$ cat src/rtl/ks_add_scheduler_pkg.sv
// ks_sched_pkg: shared definitions for the shared-adder scheduler.
//   CHUNK_W          width of one pass through the 16-bit prefix adder
//   ks_sched_state_t scheduler FSM states
//   chunk_count()    number of adder passes needed for a given operand width
package ks_sched_pkg;

    localparam int CHUNK_W = 16;

    typedef enum logic [1:0] {
        IDLE = 2'd0,
        RUN  = 2'd1,
        DONE = 2'd2
    } ks_sched_state_t;

    function automatic int chunk_count(input int width);
        return width / CHUNK_W;
    endfunction

endpackage

$ cat src/rtl/kogge_stone_16.sv
// kogge_stone_16: 16-bit Kogge-Stone parallel-prefix adder, purely combinational.
//   a, b  : 16-bit operands
//   cin   : carry in
//   sum   : a + b + cin (low 16 bits)
//   cout  : carry out of bit 15
module kogge_stone_16 (
    input  logic [15:0] a,
    input  logic [15:0] b,
    input  logic        cin,
    output logic [15:0] sum,
    output logic        cout
);

    always_comb begin
        logic [15:0] g, p, gn, pn;
        g = a & b;
        p = a ^ b;
        // Fold cin into bit 0's generate so the prefix tree yields carries directly.
        g[0] = g[0] | (p[0] & cin);
        for (int l = 0; l < 4; l++) begin
            gn = g;
            pn = p;
            for (int i = (1 << l); i < 16; i++) begin
                gn[i] = g[i] | (p[i] & g[i - (1 << l)]);
                pn[i] = p[i] & p[i - (1 << l)];
            end
            g = gn;
            p = pn;
        end
        sum  = (a ^ b) ^ {g[14:0], cin};
        cout = g[15];
    end

endmodule

$ cat src/rtl/ks_add_scheduler_arb.sv
// ks_rr_arbiter: combinational round-robin arbiter.
//   req        : request vector
//   last_grant : index of the previously served requester
//   grant      : one-hot grant (zero when no request)
//   grant_id   : encoded index of the granted requester
// Search begins at last_grant+1 and wraps modulo NREQ.
module ks_rr_arbiter #(
    parameter int NREQ = 4
) (
    input  logic [NREQ-1:0]         req,
    input  logic [$clog2(NREQ)-1:0] last_grant,
    output logic [NREQ-1:0]         grant,
    output logic [$clog2(NREQ)-1:0] grant_id
);

    localparam int IDW = $clog2(NREQ);

    always_comb begin
        int start;
        int idx;
        logic [NREQ-1:0] rot;
        logic [NREQ-1:0] tmp;
        grant    = '0;
        grant_id = '0;
        start    = (int'(last_grant) >= NREQ - 1) ? 0 : int'(last_grant) + 1;
        // Rotate so bit 0 is the highest-priority requester this cycle.
        rot = NREQ'({req, req} >> start);
        idx = -1;
        for (int k = NREQ - 1; k >= 0; k--) begin
            tmp = rot >> k;
            if (tmp[0]) idx = k;
        end
        if (idx >= 0) begin
            idx = idx + start;
            if (idx >= NREQ) idx = idx - NREQ;
            grant    = NREQ'(1) << idx;
            grant_id = IDW'(idx);
        end
    end

endmodule

$ cat src/rtl/ks_add_scheduler.sv
// ks_add_scheduler: shares one kogge_stone_16 among NREQ requesters.
// A granted WIDTH-bit add/subtract runs 16 bits per cycle with the carry
// registered between chunks, then the result is offered on a valid/ready port.
//   clk, rst            clock, async active-high reset
//   req_valid/req_ready per-requester handshake (ready is a one-hot grant)
//   req_a, req_b        packed operands, requester i at [i*WIDTH +: WIDTH]
//   req_sub             1 = A-B, 0 = A+B
//   rsp_valid/rsp_ready response handshake
//   rsp_id              served requester
//   rsp_sum/cout/ovf    result, MSB carry (1 = no borrow on subtract), signed overflow
module ks_add_scheduler
    import ks_sched_pkg::*;
#(
    parameter int WIDTH = 64,
    parameter int NREQ  = 4
) (
    input  logic                      clk,
    input  logic                      rst,
    input  logic [NREQ-1:0]           req_valid,
    output logic [NREQ-1:0]           req_ready,
    input  logic [NREQ*WIDTH-1:0]     req_a,
    input  logic [NREQ*WIDTH-1:0]     req_b,
    input  logic [NREQ-1:0]           req_sub,
    output logic                      rsp_valid,
    input  logic                      rsp_ready,
    output logic [$clog2(NREQ)-1:0]   rsp_id,
    output logic [WIDTH-1:0]          rsp_sum,
    output logic                      rsp_cout,
    output logic                      rsp_ovf
);

    localparam int IDW = $clog2(NREQ);
    localparam int K   = chunk_count(WIDTH);
    localparam int CW  = (K > 1) ? $clog2(K) : 1;

    ks_sched_state_t state, state_nxt;

    logic [NREQ-1:0]  grant;
    logic [IDW-1:0]   grant_id;
    logic             grant_any;
    logic [IDW-1:0]   last_grant;
    logic [IDW-1:0]   id_q;
    logic [WIDTH-1:0] a_q, b_q, result_q;
    logic             carry_q;
    logic [CW-1:0]    chunk_q;
    logic             last_chunk;

    logic [CHUNK_W-1:0] ks_a, ks_b, ks_sum;
    logic               ks_cout;

    ks_rr_arbiter #(.NREQ(NREQ)) u_arb (
        .req        (req_valid),
        .last_grant (last_grant),
        .grant      (grant),
        .grant_id   (grant_id)
    );

    assign grant_any  = |grant;
    assign last_chunk = (chunk_q == CW'(K - 1));

    assign ks_a = a_q[int'(chunk_q)*CHUNK_W +: CHUNK_W];
    assign ks_b = b_q[int'(chunk_q)*CHUNK_W +: CHUNK_W];

    kogge_stone_16 u_add (
        .a    (ks_a),
        .b    (ks_b),
        .cin  (carry_q),
        .sum  (ks_sum),
        .cout (ks_cout)
    );

    // State register
    always_ff @(posedge clk or posedge rst) begin
        if (rst) state <= IDLE;
        else     state <= state_nxt;
    end

    // Next-state logic
    always_comb begin
        state_nxt = state;
        case (state)
            IDLE:    if (grant_any)  state_nxt = RUN;
            RUN:     if (last_chunk) state_nxt = DONE;
            DONE:    if (rsp_ready)  state_nxt = IDLE;
            default: state_nxt = IDLE;
        endcase
    end

    // Output logic; grant is masked during reset so nothing handshakes then.
    always_comb begin
        req_ready = '0;
        rsp_valid = 1'b0;
        if (state == IDLE && !rst) req_ready = grant;
        if (state == DONE)         rsp_valid = 1'b1;
    end

    // Operand capture and chunked datapath.
    // B is inverted at capture and carry seeded with sub, so subtract is A + ~B + 1.
    always_ff @(posedge clk or posedge rst) begin
        if (rst) begin
            a_q        <= '0;
            b_q        <= '0;
            result_q   <= '0;
            carry_q    <= 1'b0;
            chunk_q    <= '0;
            id_q       <= '0;
            last_grant <= IDW'(NREQ - 1);
        end else if (state == IDLE && grant_any) begin
            a_q        <= req_a[int'(grant_id)*WIDTH +: WIDTH];
            b_q        <= req_sub[grant_id] ? ~req_b[int'(grant_id)*WIDTH +: WIDTH]
                                            :  req_b[int'(grant_id)*WIDTH +: WIDTH];
            carry_q    <= req_sub[grant_id];
            chunk_q    <= '0;
            id_q       <= grant_id;
            last_grant <= grant_id;
        end else if (state == RUN) begin
            result_q[int'(chunk_q)*CHUNK_W +: CHUNK_W] <= ks_sum;
            carry_q <= ks_cout;
            chunk_q <= chunk_q + 1'b1;
        end
    end

    assign rsp_id   = id_q;
    assign rsp_sum  = result_q;
    assign rsp_cout = carry_q;
    assign rsp_ovf  = (a_q[WIDTH-1] == b_q[WIDTH-1]) && (result_q[WIDTH-1] != a_q[WIDTH-1]);

endmodule
$ cat config.mk
export PLATFORM = sky130hd
export DESIGN_NAME = ks_add_scheduler
export DESIGN_NICKNAME = d
export VERILOG_FILES = /design/src/rtl/ks_add_scheduler_pkg.sv /design/src/rtl/kogge_stone_16.sv /design/src/rtl/ks_add_scheduler_arb.sv /design/src/rtl/ks_add_scheduler.sv
export SDC_FILE = /design/constraint.sdc
export NUM_CORES = 1
export LEC_CHECK = 0
export ABC_AREA = 1
export CORE_AREA = 5 5 227 229
export CTS_BUF_LIST = sky130_fd_sc_hd__clkbuf_4
export CTS_CLUSTER_SIZE = 40
export DETAILED_ROUTE_END_ITERATION = 16
export DIE_AREA = 0 0 232 234
export PLACE_DENSITY = 0.73
export SKIP_CTS_REPAIR_TIMING = 1
export SLEW_MARGIN = 20
export SYNTH_ARGS = -nofsm -noshare
export SYNTH_HDL_FRONTEND = slang
export SYNTH_SLANG_ARGS = --single-unit
$ cat constraint.sdc
create_clock -name clk -period 18.15 [get_ports clk]
set_clock_uncertainty 0.15 [all_clocks]
set_input_delay 1.815 -clock clk [delete_from_list [all_inputs] [get_ports clk]]
set_output_delay 1.815 -clock clk [all_outputs]
set_load 0.01 [all_outputs]
==> results of run 1 <==
## worst max-delay path, cell delays in order
cell and delay (ps):
clkdlybuf4s50_1 480, inv_1 40, nand2_1 70, nand2_1 60, nand2_1 100, nand2_4 100
nand2_1 120, inv_1 60, ha_1 260, inv_1 50, nor2_1 40, o21ai_0 210
ha_1 340, fa_1 520, nand4_1 90, a21oi_1 170, a21oi_2 70, nor2_4 200
nand3_1 160, nor2_1 130, clkdlybuf4s50_1 550
## state kept, by name (all words and copies together), names as in the netlist
register	cells
a_q	64
b_q	64
rsp_sum	64
chunk_q	2
last_grant	2
rsp_id	2
state	2
rsp_cout	1
## cell usage in the layout, fill, tap and decap left out, types with 4 or more instances in the layout
master | netlist | routed
a21oi_1 | 19 | 19
a22o_1 | 17 | 17
buf_4 | 8 | 19
clkbuf_4 | 1 | 86
clkdlybuf4s50_1 | 0 | 595
clkinv_1 | 1 | 6
dfrtp_1 | 199 | 198
fa_1 | 4 | 4
ha_1 | 28 | 28
inv_1 | 107 | 105
inv_2 | 4 | 4
nand2_1 | 1092 | 1091
nand2_2 | 7 | 7
nand2_4 | 5 | 5
nand3_1 | 186 | 186
nand3_2 | 38 | 36
nand4_1 | 4 | 4
nor2_1 | 225 | 224
o211ai_1 | 65 | 65
o21ai_0 | 305 | 305
o21ai_1 | 4 | 4
o22ai_1 | 94 | 94
xnor2_1 | 7 | 7
xor2_1 | 7 | 7
## area by class of cell
cell class | instances | area, um2
tap | 672 | 841
sequential | 201 | 5030
timing repair buffer | 615 | 6120
antenna | 2 | 5.00
clock inverter | 9 | 66.3
multi-input combinational | 2133 | 10000
inverter | 112 | 438
fill | 5137 | 26300
clock buffer | 86 | 646
## metal layers
layer,part of all wire,GRT usage,wire (um)
met2,0.48,0.382,32000
met3,0.062,0.0390,4170
met5,0,0,0
met1,0.44,0.322,29600
met4,0.021,0.0502,1440
## Yosys cell counts (2+ instances only)
library cell | number | area share
nand2_1 | 1092 | 0.25
o21ai_0 | 305 | 0.093
nor2_1 | 225 | 0.051
dfrtp_1 | 199 | 0.30
nand3_1 | 186 | 0.057
inv_1 | 107 | 0.024
o22ai_1 | 94 | 0.036
clkbuf_1 | 84 | 0.019
buf_2 | 74 | 0.023
o211ai_1 | 65 | 0.030
nand3_2 | 38 | 0.023
ha_1 | 28 | 0.021
a21oi_1 | 19 | 0.0058
a22o_1 | 17 | 0.0091
buf_1 | 15 | 0.0034
buf_4 | 8 | 0.0037
buf_6 | 7 | 0.0048
nand2_2 | 7 | 0.0027
xnor2_1 | 7 | 0.0037
xor2_1 | 7 | 0.0037
nand2_4 | 5 | 0.0034
fa_1 | 4 | 0.0049
inv_2 | 4 | 0.00091
nand4_1 | 4 | 0.0015
o21ai_1 | 4 | 0.0012
buf_12 | 3 | 0.0037
nor2_2 | 3 | 0.0011
nor3_1 | 3 | 0.00091
a21boi_0 | 2 | 0.00091
a32oi_1 | 2 | 0.0011
dfstp_2 | 2 | 0.0032
nand3b_1 | 2 | 0.00091
nor2_4 | 2 | 0.0014
o21a_1 | 2 | 0.00091
## path summary, 6_finish.rpt
path,end,cells past startpoint
setup / recovery,req_ready[3],21
hold / removal,b_q[22]$_DFFE_PP0P_,2
setup reg to reg,a_q[23]$_DFFE_PP0P_,16
hold reg to reg,b_q[22]$_DFFE_PP0P_,2
max in group asynchronous,a_q[12]$_DFFE_PP0P_,3
min in group asynchronous,b_q[61]$_DFFE_PP0P_,2
## logic make-up after synthesis
family                     after synthesis
and+or+nand+nor                       1572
AOI/OAI and AO/OA                      515
buffers and inverters                  305
DFF                                    201
adders and majority gates               32
xor gates and xnor gates                14
## per-stage QoR
step                cells  worst slack, ps
finish               3830            10540
detailed placement   3733            10580
floorplan            2639             9530
global route         3830            10200
CTS                  3828            10560
global placement     3733            10540
==> results_dict.tcl, run 1 <==
set metrics [dict create \
    status "complete, no violations" \
    coreArea_um2 49500 \
    cts_tree "done" \
    synth_cells 2639 \
    regToRegStartpoint "last_grant[0]$_DFFE_PP1P_" \
    worstMarginPinSlew_ps 942 \
    timing.slew.headroom 0.372 \
    fmax_mhz 131 \
    syn_to_final_growth_pct 41.2 \
    vias_per_cell 5.03 \
    antenna_found_initial 1 \
    synth_xor_area_frac 0.00747 \
    synth_mux_area_frac 0 \
    synthDistinctLibCells 47 \
    required_ps 16190 \
    grt_usage 0.232 \
    first_pass_iters 5 \
    cts_root_buffer "clkbuf_4" \
    cp_data_arrival_time_ps 5640 \
    die_x_um 232 \
    drt_iter0_markers 1425 \
    setup_tns_ps 0 \
    synth_nets 3194 \
    numClockSinks 201 \
    cts.clk_slew.worst_paths_ps 60 \
    dieArea_um2 54300 \
    place_congestion 0.869 \
    drv_cap 0 \
    utilization 0.469 \
    slew_violations 0 \
    synth_top_family_by_area "simple AND/OR/NAND/NOR gates" \
    ctsHtreeMaxLevel 2 \
    ys.warnings.count 0 \
    grt_max_degree 202 \
    post-dp-hpwl_mm 50.1 \
    avgSynthCellArea_um2 6.22 \
    min-delay-start "b_q[22]$_DFFE_PP0P_" \
    routed_wl_mm 67.3 \
    synth-edff-count 0 \
    start_util 0.332 \
    cp-start-kind "primary input" \
    fin_nets 3672 \
    yosys.area_share.simple 0.396 \
    grt.overflow.total 0 \
    setup_viol 0 \
    synthArstFlopShare 1.00 \
    post_dp_cell_area_um2 22500 \
    criticalPathCategory "primary input to output port" \
    io_buffers 595 \
    wl_per_cell_um 17.6 \
    clk_path_buf_depth 3 \
    clock_latency_ps 670 \
    critPathLaunch "req_valid[3]" \
    holdWs_ps 328 \
    grt_pass1_wl_mm 102 \
    layout_worst_path_cycle_share 0.419 \
    stdcell_area_um2 23200 \
    rows 82 \
    vias 19200 \
    synthAdderAreaFrac 0.0262 \
    first_global_vias 18100 \
    worst_setup_path_end_kind "output port" \
    hold_viol_final 0 \
    ant_nets 0 \
    hp-class "flip-flop to flip-flop" \
    pin_count 596 \
    crit_path_max_fanout 5 \
    rsz0062_at_grt "false" \
    drc 0 \
    ys_seq_elements 201 \
    cts-buffers-inserted 54 \
    drive_gt1_frac 0.0570 \
    mappedNetlistArea_um2 16400 \
    synth_flop_cell "dfrtp_1" \
    die_y_um 234 \
    period_needed_ps 7610 \
    synth_compound_area_frac 0.180 \
    reg2reg_slack_ps 12680 \
    synth-seq-area-share 0.306 \
]
Power of run 1 is left out: the tool's default activity adds up to more than one toggle a clock period on the data nets, which glitch-free logic cannot reach.
==> run 2, diff against run 1 <==
Settings changed: CORE_AREA 5 5 227 229 to 5 5 229 231, DIE_AREA 0 0 232 234 to 0 0 234 236, PLACE_DENSITY 0.73 to 0.74.
Clock period 18.15 ns to 6.3 ns, I/O delays scaled along.
==> run 2 against run 1 <==
Compared with the run above:
- sequential cell count unchanged
- sequential share of layout area is 0.14 points lower
- final area rose by 0.64%
- worst hold slack worse by 1.7 ps
- highest routed layer unchanged
==> results_dict.tcl, run 2 (synthesis results as in run 1) <==
set metrics [dict create \
    status "complete, no violations" \
    setup_tns_ps 0 \
    start_util 0.329 \
    io_buffers 595 \
    layout_worst_path_cycle_share 0.922 \
    first_global_vias 18300 \
    worstMarginPinSlew_ps 1020 \
    grt_max_degree 190 \
    post-dp-hpwl_mm 51.2 \
    crit-reg2reg-capture "a_q[5]$_DFFE_PP0P_" \
    grt.overflow.total 0 \
    numClockSinks 201 \
    crit_path_max_fanout 6 \
    crit_buf_inv 4 \
    wl_per_cell_um 17.6 \
    stdcell_area_um2 23300 \
    antenna_found_initial 2 \
    cts.clk_slew.worst_paths_ps 60 \
    hp-class "flip-flop to flip-flop" \
    max_stage_delay_ps 590 \
    crit_path_frequent_cell "nand2_1" \
    cpMaxStageDelayCell "dfstp_2" \
    die_x_um 234 \
    rows 82 \
    drt_iter0_markers 1314 \
    drive_gt1_frac 0.0588 \
    place_congestion 0.883 \
    final_cell_mix "nand2_1, clkdlybuf4s50_1, o21ai_0" \
    min-delay-start "b_q[18]$_DFFE_PP0P_" \
    worst_setup_path_end_kind "output port" \
    cts_root_buffer "clkbuf_4" \
    clock_latency_ps 660 \
    clk_path_buf_depth 3 \
    setup_viol 0 \
    holdWs_ps 327 \
    regToRegStartpoint "last_grant[0]$_DFFE_PP1P_" \
    post_dp_cell_area_um2 22600 \
    dieArea_um2 55200 \
    period_needed_ps 5810 \
    slew_violations 0 \
    drc 0 \
    fin_nets 3678 \
    reg2reg_slack_ps 1350 \
    coreArea_um2 49900 \
    cp_data_arrival_time_ps 5030 \
    timing.slew.headroom 0.317 \
    cts-buffers-inserted 54 \
    grt_pass1_wl_mm 104 \
    die_y_um 236 \
    cp_top_family "adder cells" \
    cp-start-kind "flip-flop" \
    n_fill_cell 5163 \
    cp.depth 22 \
    first_pass_iters 5 \
    criticalPathCategory "flip-flop to output port" \
    required_ps 5520 \
    ant_nets 0 \
    ctsHtreeMaxLevel 2 \
    rsz0062_at_grt "false" \
    fmax_mhz 172 \
    final_common_cell "nand2_1" \
    grt_usage 0.232 \
    min_path_cells 2 \
    routed_wl_mm 67.7 \
    drv_cap 0 \
    pin_count 596 \
    hold_path_end "b_q[18]$_DFFE_PP0P_" \
    reg2reg_depth 23 \
    crit_chain "ha_1, inv_2, nand2_4, nand2_1, nand2_1, nand2_1, nand2_4, nand2_1, inv_1, ha_1, inv_1, nor2_1, o21ai_0, ha_1, fa_1, nand4_1, a21oi_1, a21oi_2, nor2_4, nand3_1, nor2_1, clkdlybuf4s50_1" \
    vias 19200 \
    cts_tree "done" \
    syn_to_final_growth_pct 42.1 \
    vias_per_cell 5.01 \
    hold_viol_final 0 \
]
## run 2: changes by cell type in the layout (fill, tap and decap cells not counted)
| cell | before | now |
|---|---|---|
| clkinv_2 | 1 | 0 |
| clkbuf_4 | 86 | 87 |
| clkinv_4 | 0 | 1 |
| inv_2 | 4 | 3 |
| clkinv_1 | 6 | 8 |
| buf_12 | 1 | 8 |
| buf_4 | 19 | 18 |
## run 2: stage by stage
step           std cells  worst slack, ps   util
2_1_floorplan       2639             3.37      -
3_5_place_dp        3739             1050  0.453
4_1_cts             3836              482  0.468
6_report            3838              489  0.468
3_3_place_gp        3739             1110  0.453
5_1_grt             3838              203  0.468
## run 2: area by class of cell
| class | count | area, um2 | area share |
|---|---|---|---|
| clock inverter | 10 | 73.8 | 0.00316 |
| clock buffer | 87 | 653 | 0.0280 |
| inverter | 112 | 438 | 0.0188 |
| multi-input combinational | 2133 | 10000 | 0.430 |
| antenna | 2 | 5.00 | 0.000214 |
| timing repair buffer | 621 | 6250 | 0.268 |
| sequential | 201 | 5030 | 0.216 |
| tap | 672 | 841 | 0.0360 |
## run 2: worst max-delay path by stage
stage	start	to	slack [ps]
3_3_place_gp	req_valid[3]	req_ready[3]	1110
5_1_grt	last_grant[0]$_DFFE_PP1P_	req_ready[3]	200
4_1_cts	last_grant[0]$_DFFE_PP1P_	req_ready[3]	480
6_report	last_grant[0]$_DFFE_PP1P_	req_ready[3]	490
3_5_place_dp	req_valid[1]	req_ready[3]	1050
2_1_floorplan	rst	a_q[0]$_DFFE_PP0P_	3
## run 2: worst min-delay path: stages (launching register included)
cell,delay [ps]
dfrtp_1,330
nand2_1,50
nand2_1,60
## run 2: layer usage
metal  GRT usage  share of wire  up-vias
li1            -              -     9670
met1       0.313           0.43     8791
met2       0.390           0.47      675
met3      0.0414          0.073       81
met4      0.0498          0.019        0
met5           0              0        -
Power of run 2 is left out for the same reason.
==> RTL change 1: new RTL, config.mk and constraints of run 2 <==
Make the reset (`rst`) synchronous in 2 clocked blocks. Comments in the files are not updated.
--- a/src/rtl/ks_add_scheduler.sv
+++ b/src/rtl/ks_add_scheduler.sv
@@ -70,7 +70,7 @@
     );
 
     // State register
-    always_ff @(posedge clk or posedge rst) begin
+    always_ff @(posedge clk) begin
         if (rst) state <= IDLE;
         else     state <= state_nxt;
     end
@@ -96,7 +96,7 @@
 
     // Operand capture and chunked datapath.
     // B is inverted at capture and carry seeded with sub, so subtract is A + ~B + 1.
-    always_ff @(posedge clk or posedge rst) begin
+    always_ff @(posedge clk) begin
         if (rst) begin
             a_q        <= '0;
             b_q        <= '0;
Function: differs if rst is asserted again (counterexample within 4 cycles, from zero or initial values and one cycle with rst high); with rst held inactive, the same outputs for 4 cycles.
==> RTL change 1 against run 2 <==
- final area grew 2.6%
- non-clock buffer count is the same
- first-iteration DRC count grew 3.3%
- area after synthesis grew 3.6%
- routed wire length shrank 3.4%
- cell count grew 14%
- hold slack lost 0.014 ns
- worst setup slack gained 0.011 ns
- sequential cell count is the same
- critical path type unchanged
- largest cell class unchanged
Power is left out: the tool's default activity adds up to more than one toggle a clock period on the data nets, which glitch-free logic cannot reach.
==> RTL change 1: results (changes against run 2) <==
{
  "outcome": {"value": "finished clean", "change": "unchanged"},
  "hpwl": {"value": 49.71, "unit": "mm", "change": "was 51.23 mm"},
  "dp_worst_slack": {"value": 0.8874, "unit": "ns", "change": "was 1.046 ns"},
  "max_stage_delay": {"value": 0.56, "unit": "ns", "change": "was 0.59 ns"},
  "antenna_found_initial": {"value": 5, "change": "was 2"},
  "grt_pass1_vias": {"value": 18306, "change": "was 18260"},
  "final.fill_count": {"value": 5394, "change": "was 5163"},
  "critPathArrivalTime": {"value": 5.02, "unit": "ns", "change": "was 5.03 ns"},
  "place_congestion": {"value": 0.8889, "change": "was 0.8827"},
  "cts-buffers-inserted": {"value": 56, "change": "was 54"},
  "routed_met3_length": {"value": 4.307, "unit": "mm", "change": "was 4.952 mm"},
  "avgRoutedWirePerCell": {"value": 14.95, "unit": "um", "change": "was 17.65 um"},
  "place_area": {"value": 23230, "unit": "um2", "change": "was 22610 um2"},
  "met1_usage": {"value": 29.29, "unit": "%", "change": "was 31.31%"},
  "worst_r2r_startpoint": {"value": "last_grant[0]", "change": "unchanged"},
  "ys_seq_area_share": {"value": 23.66, "unit": "%", "change": "was 30.65%"},
  "count_of_routing_violations_after_the_opening_detailed_route_iteration": {"value": 1357, "change": "was 1314"},
  "final_net_count": {"value": 4220, "change": "was 3678"},
  "detailroute.wirelength.met2": {"value": 30.99, "unit": "mm", "change": "was 32.05 mm"},
  "cp_slowest_cell": {"value": "sky130_fd_sc_hd__clkdlybuf4s50_1", "change": "was sky130_fd_sc_hd__dfstp_2"},
  "grt_use_met3": {"value": 4.558, "unit": "%", "change": "was 4.137%"},
  "maxUsedRoutingLayer": {"value": "met5", "change": "was met4"},
  "worst_slew_pin_slew": {"value": 1.082, "unit": "ns", "change": "was 1.024 ns"},
  "final_cells": {"value": 4378, "change": "was 3838"},
  "gr-usage-met2": {"value": 37.25, "unit": "%", "change": "was 39.04%"},
  "synthesis.nets": {"value": 3736, "change": "was 3194"},
  "clk_lat_worst_skew": {"value": 0.71, "unit": "ns", "change": "was 0.66 ns"},
  "cpLargestDelayFamily": {"value": "simple AND/OR/NAND/NOR gates", "change": "was adder cells"},
  "vias_per_cell": {"value": 4.586, "change": "was 5.007"},
  "synth_area_per_cell": {"value": 5.347, "unit": "um2", "change": "was 6.222 um2"}
}
## RTL change 1: cell count changes after synthesis, moves of 62 or more
cell / run 2 / this run
sky130_fd_sc_hd__inv_1: 107 / 626
sky130_fd_sc_hd__a21oi_1: 19 / 231
sky130_fd_sc_hd__dfxtp_1: 0 / 201
sky130_fd_sc_hd__dfrtp_1: 199 / 0
sky130_fd_sc_hd__o21ai_0: 305 / 165
sky130_fd_sc_hd__o22ai_1: 94 / 0
sky130_fd_sc_hd__nor2_1: 225 / 299
sky130_fd_sc_hd__nand4_1: 4 / 75
sky130_fd_sc_hd__nand3b_1: 2 / 65
sky130_fd_sc_hd__o211ai_1: 65 / 3
## RTL change 1: final timing paths
kind	slack, ns	cells after the start	end
worst max register to register	1.54	22	rsp_cout
worst min-delay path	0.31	2	rsp_sum[10]
worst max-delay path	0.50	19	req_ready[0]
worst min register to register	0.31	2	rsp_sum[10]
## RTL change 1: logic make-up (layout without fill, tap and decap cells)
| group | after synthesis | after routing | share of synthesized area [%] |
|---|---|---|---|
| adder cells (fa/ha/maj) | 33 | 33 | 2.605 |
| flip-flops | 201 | 201 | 23.66 |
| AO/OA/AOI/OAI | 417 | 417 | 12.60 |
| XOR/XNOR | 11 | 11 | 0.6108 |
| buffers and inverters | 828 | 1350 | 19.12 |
| AND/OR/NAND/NOR | 1690 | 1690 | 41.41 |
| other | 0 | 4 | 0 |
## RTL change 1: cell type report
type | instances | area (um2) | share of cell area, %
multi-input combinational | 2151 | 9797 | 40.92
timing repair buffer | 621 | 6196 | 25.88
sequential | 201 | 4025 | 16.81
inverter | 633 | 2380 | 9.941
tap | 672 | 840.8 | 3.512
clock buffer | 79 | 593.1 | 2.477
clock inverter | 17 | 97.59 | 0.4077
antenna | 4 | 10.01 | 0.04181
==> RTL change 2: new RTL, config.mk and constraints of run 2 <==
Without the edit above. Register the output `rsp_ovf`, with the module's reset; this adds one clock of latency there. The other outputs are not delayed to match.
--- a/src/rtl/ks_add_scheduler.sv
+++ b/src/rtl/ks_add_scheduler.sv
@@ -123,6 +123,12 @@
     assign rsp_id   = id_q;
     assign rsp_sum  = result_q;
     assign rsp_cout = carry_q;
-    assign rsp_ovf  = (a_q[WIDTH-1] == b_q[WIDTH-1]) && (result_q[WIDTH-1] != a_q[WIDTH-1]);
+    always_ff @(posedge clk or posedge rst) begin
+        if (rst) begin
+            rsp_ovf <= '0;
+        end else begin
+            rsp_ovf <= (a_q[WIDTH-1] == b_q[WIDTH-1]) && (result_q[WIDTH-1] != a_q[WIDTH-1]);
+        end
+    end
 
 endmodule
Formal check against the unedited RTL: not equivalent (a bounded check fails within 4 cycles, from zero or initial values and one cycle with rst high).
==> RTL change 2 against run 2 <==
- cell count increased by 0.21%
- utilization is essentially flat
- area after synthesis rose by 0.15%
- worst setup slack improved by 0.13 ns
- sequential cell count is 1 higher
- routed wire length increased by 0.88%
- final area about the same
- die area is the same
- highest routed layer is now met5
Power is left out: the tool's default activity adds up to more than one toggle a clock period on the data nets, which glitch-free logic cannot reach.
==> RTL change 2: results (changes against run 2) <==
{
  "antenna_found_initial": {"value": 3, "change": "was 2"},
  "globalRouteTotalUtil": {"value": 23.17, "unit": "%", "change": "was 23.24%"},
  "outcome": {"value": "finished clean", "change": "unchanged"},
  "worst_slew_pin_slew": {"value": 1.009, "unit": "ns", "change": "was 1.024 ns"},
  "dr_total_vias": {"value": 19395, "change": "was 19217"},
  "worstReg2RegEnd": {"value": "a_q[13]", "change": "was a_q[5]"},
  "maxUsedRoutingLayer": {"value": "met5", "change": "was met4"},
  "synthesis.nets": {"value": 3195, "change": "was 3194"},
  "hpwl": {"value": 51.32, "unit": "mm", "change": "was 51.23 mm"},
  "critPathArrivalTime": {"value": 4.90, "unit": "ns", "change": "was 5.03 ns"},
  "synth_area_leaders": {"value": "sky130_fd_sc_hd__dfrtp_1, sky130_fd_sc_hd__nand2_1, sky130_fd_sc_hd__o21ai_0", "change": "unchanged"},
  "detail_route.wirelength": {"value": 68.33, "unit": "mm", "change": "was 67.74 mm"},
  "achievable-frequency": {"value": 0.1760, "unit": "GHz", "change": "was 0.1721 GHz"},
  "largest_net_degree_at_the_start_of_global_routing": {"value": 170, "change": "was 190"},
  "place_congestion": {"value": 0.8897, "change": "was 0.8827"},
  "count_of_routing_violations_after_the_opening_detailed_route_iteration": {"value": 1629, "change": "was 1314"},
  "final.fill_count": {"value": 5124, "change": "was 5163"},
  "vias_per_cell": {"value": 5.043, "change": "was 5.007"},
  "dp.cells": {"value": 3747, "change": "was 3739"},
  "synth_area_per_cell": {"value": 6.229, "unit": "um2", "change": "was 6.222 um2"},
  "drive_gt1_share": {"value": 5.864, "unit": "%", "change": "was 5.879%"},
  "routed_met3_length": {"value": 5.488, "unit": "mm", "change": "was 4.952 mm"},
  "drt-pass1-iter-count": {"value": 6, "change": "was 5"},
  "detailroute.wirelength.met2": {"value": 31.95, "unit": "mm", "change": "was 32.05 mm"},
  "dp_worst_slack": {"value": 1.088, "unit": "ns", "change": "was 1.046 ns"},
  "gr-usage-met2": {"value": 37.55, "unit": "%", "change": "was 39.04%"},
  "place_area": {"value": 22660, "unit": "um2", "change": "was 22610 um2"}
}
## RTL change 2: changes by cell type in the layout (fill, tap and decap cells not counted), moves of 2 or more
cell,before,now
sky130_fd_sc_hd__buf_12,8,6
sky130_fd_sc_hd__buf_4,18,27
sky130_fd_sc_hd__clkbuf_4,87,78
sky130_fd_sc_hd__clkinv_1,8,15
sky130_fd_sc_hd__clkinv_2,0,2
sky130_fd_sc_hd__clkinvlp_4,0,2
## RTL change 2: kinds of logic after synthesis
| group | share of synthesized area [%] |
|---|---|
| and+or+nand+nor | 39.50 |
| buffers and inverters | 8.415 |
| AOI/OAI and AO/OA | 17.97 |
| xor gates and xnor gates | 0.7456 |
| adders and majority gates | 2.617 |
| DFF | 30.75 |
## RTL change 2: worst min-delay path by stage
stage | start | to | slack [ns] | depth (start not counted)
floorplan | a_q[16] | a_q[16] | 0.29 | 2
global placement | b_q[38] | b_q[38] | 0.31 | 2
detailed placement | b_q[25] | b_q[25] | 0.31 | 2
CTS | b_q[25] | b_q[25] | 0.33 | 2
global route | a_q[45] | a_q[45] | 0.35 | 2
finish | a_q[30] | a_q[30] | 0.33 | 2
## RTL change 2: cell type report
class | instances | area (um2) | share of cell area (%)
multi-input combinational | 2133 | 10040 | 43.05
timing repair buffer | 628 | 6279 | 26.91
sequential | 202 | 5059 | 21.68
tap | 672 | 840.8 | 3.604
clock buffer | 78 | 585.6 | 2.510
inverter | 112 | 434.2 | 1.861
clock inverter | 19 | 82.58 | 0.3540
antenna | 2 | 5.005 | 0.02145
## RTL change 2: critical path, cell delays in order, from the launching register on
cell                              delay, ns
sky130_fd_sc_hd__dfstp_2               0.58
sky130_fd_sc_hd__ha_1                  0.23
sky130_fd_sc_hd__inv_2                 0.06
sky130_fd_sc_hd__nand2_4               0.10
sky130_fd_sc_hd__nand2_2               0.06
sky130_fd_sc_hd__nand2_1               0.06
sky130_fd_sc_hd__nand2_1               0.08
sky130_fd_sc_hd__nand2_4               0.13
sky130_fd_sc_hd__nand2_1               0.10
sky130_fd_sc_hd__inv_1                 0.07
sky130_fd_sc_hd__ha_1                  0.21
sky130_fd_sc_hd__inv_1                 0.05
sky130_fd_sc_hd__nor2_1                0.05
sky130_fd_sc_hd__o21ai_0               0.25
sky130_fd_sc_hd__ha_1                  0.36
sky130_fd_sc_hd__fa_1                  0.54
sky130_fd_sc_hd__nand4_1               0.10
sky130_fd_sc_hd__a21oi_1               0.17
sky130_fd_sc_hd__a21oi_2               0.07
sky130_fd_sc_hd__nor2_4                0.19
sky130_fd_sc_hd__nand3_1               0.11
sky130_fd_sc_hd__nor2_1                0.13
sky130_fd_sc_hd__clkdlybuf4s50_1       0.55
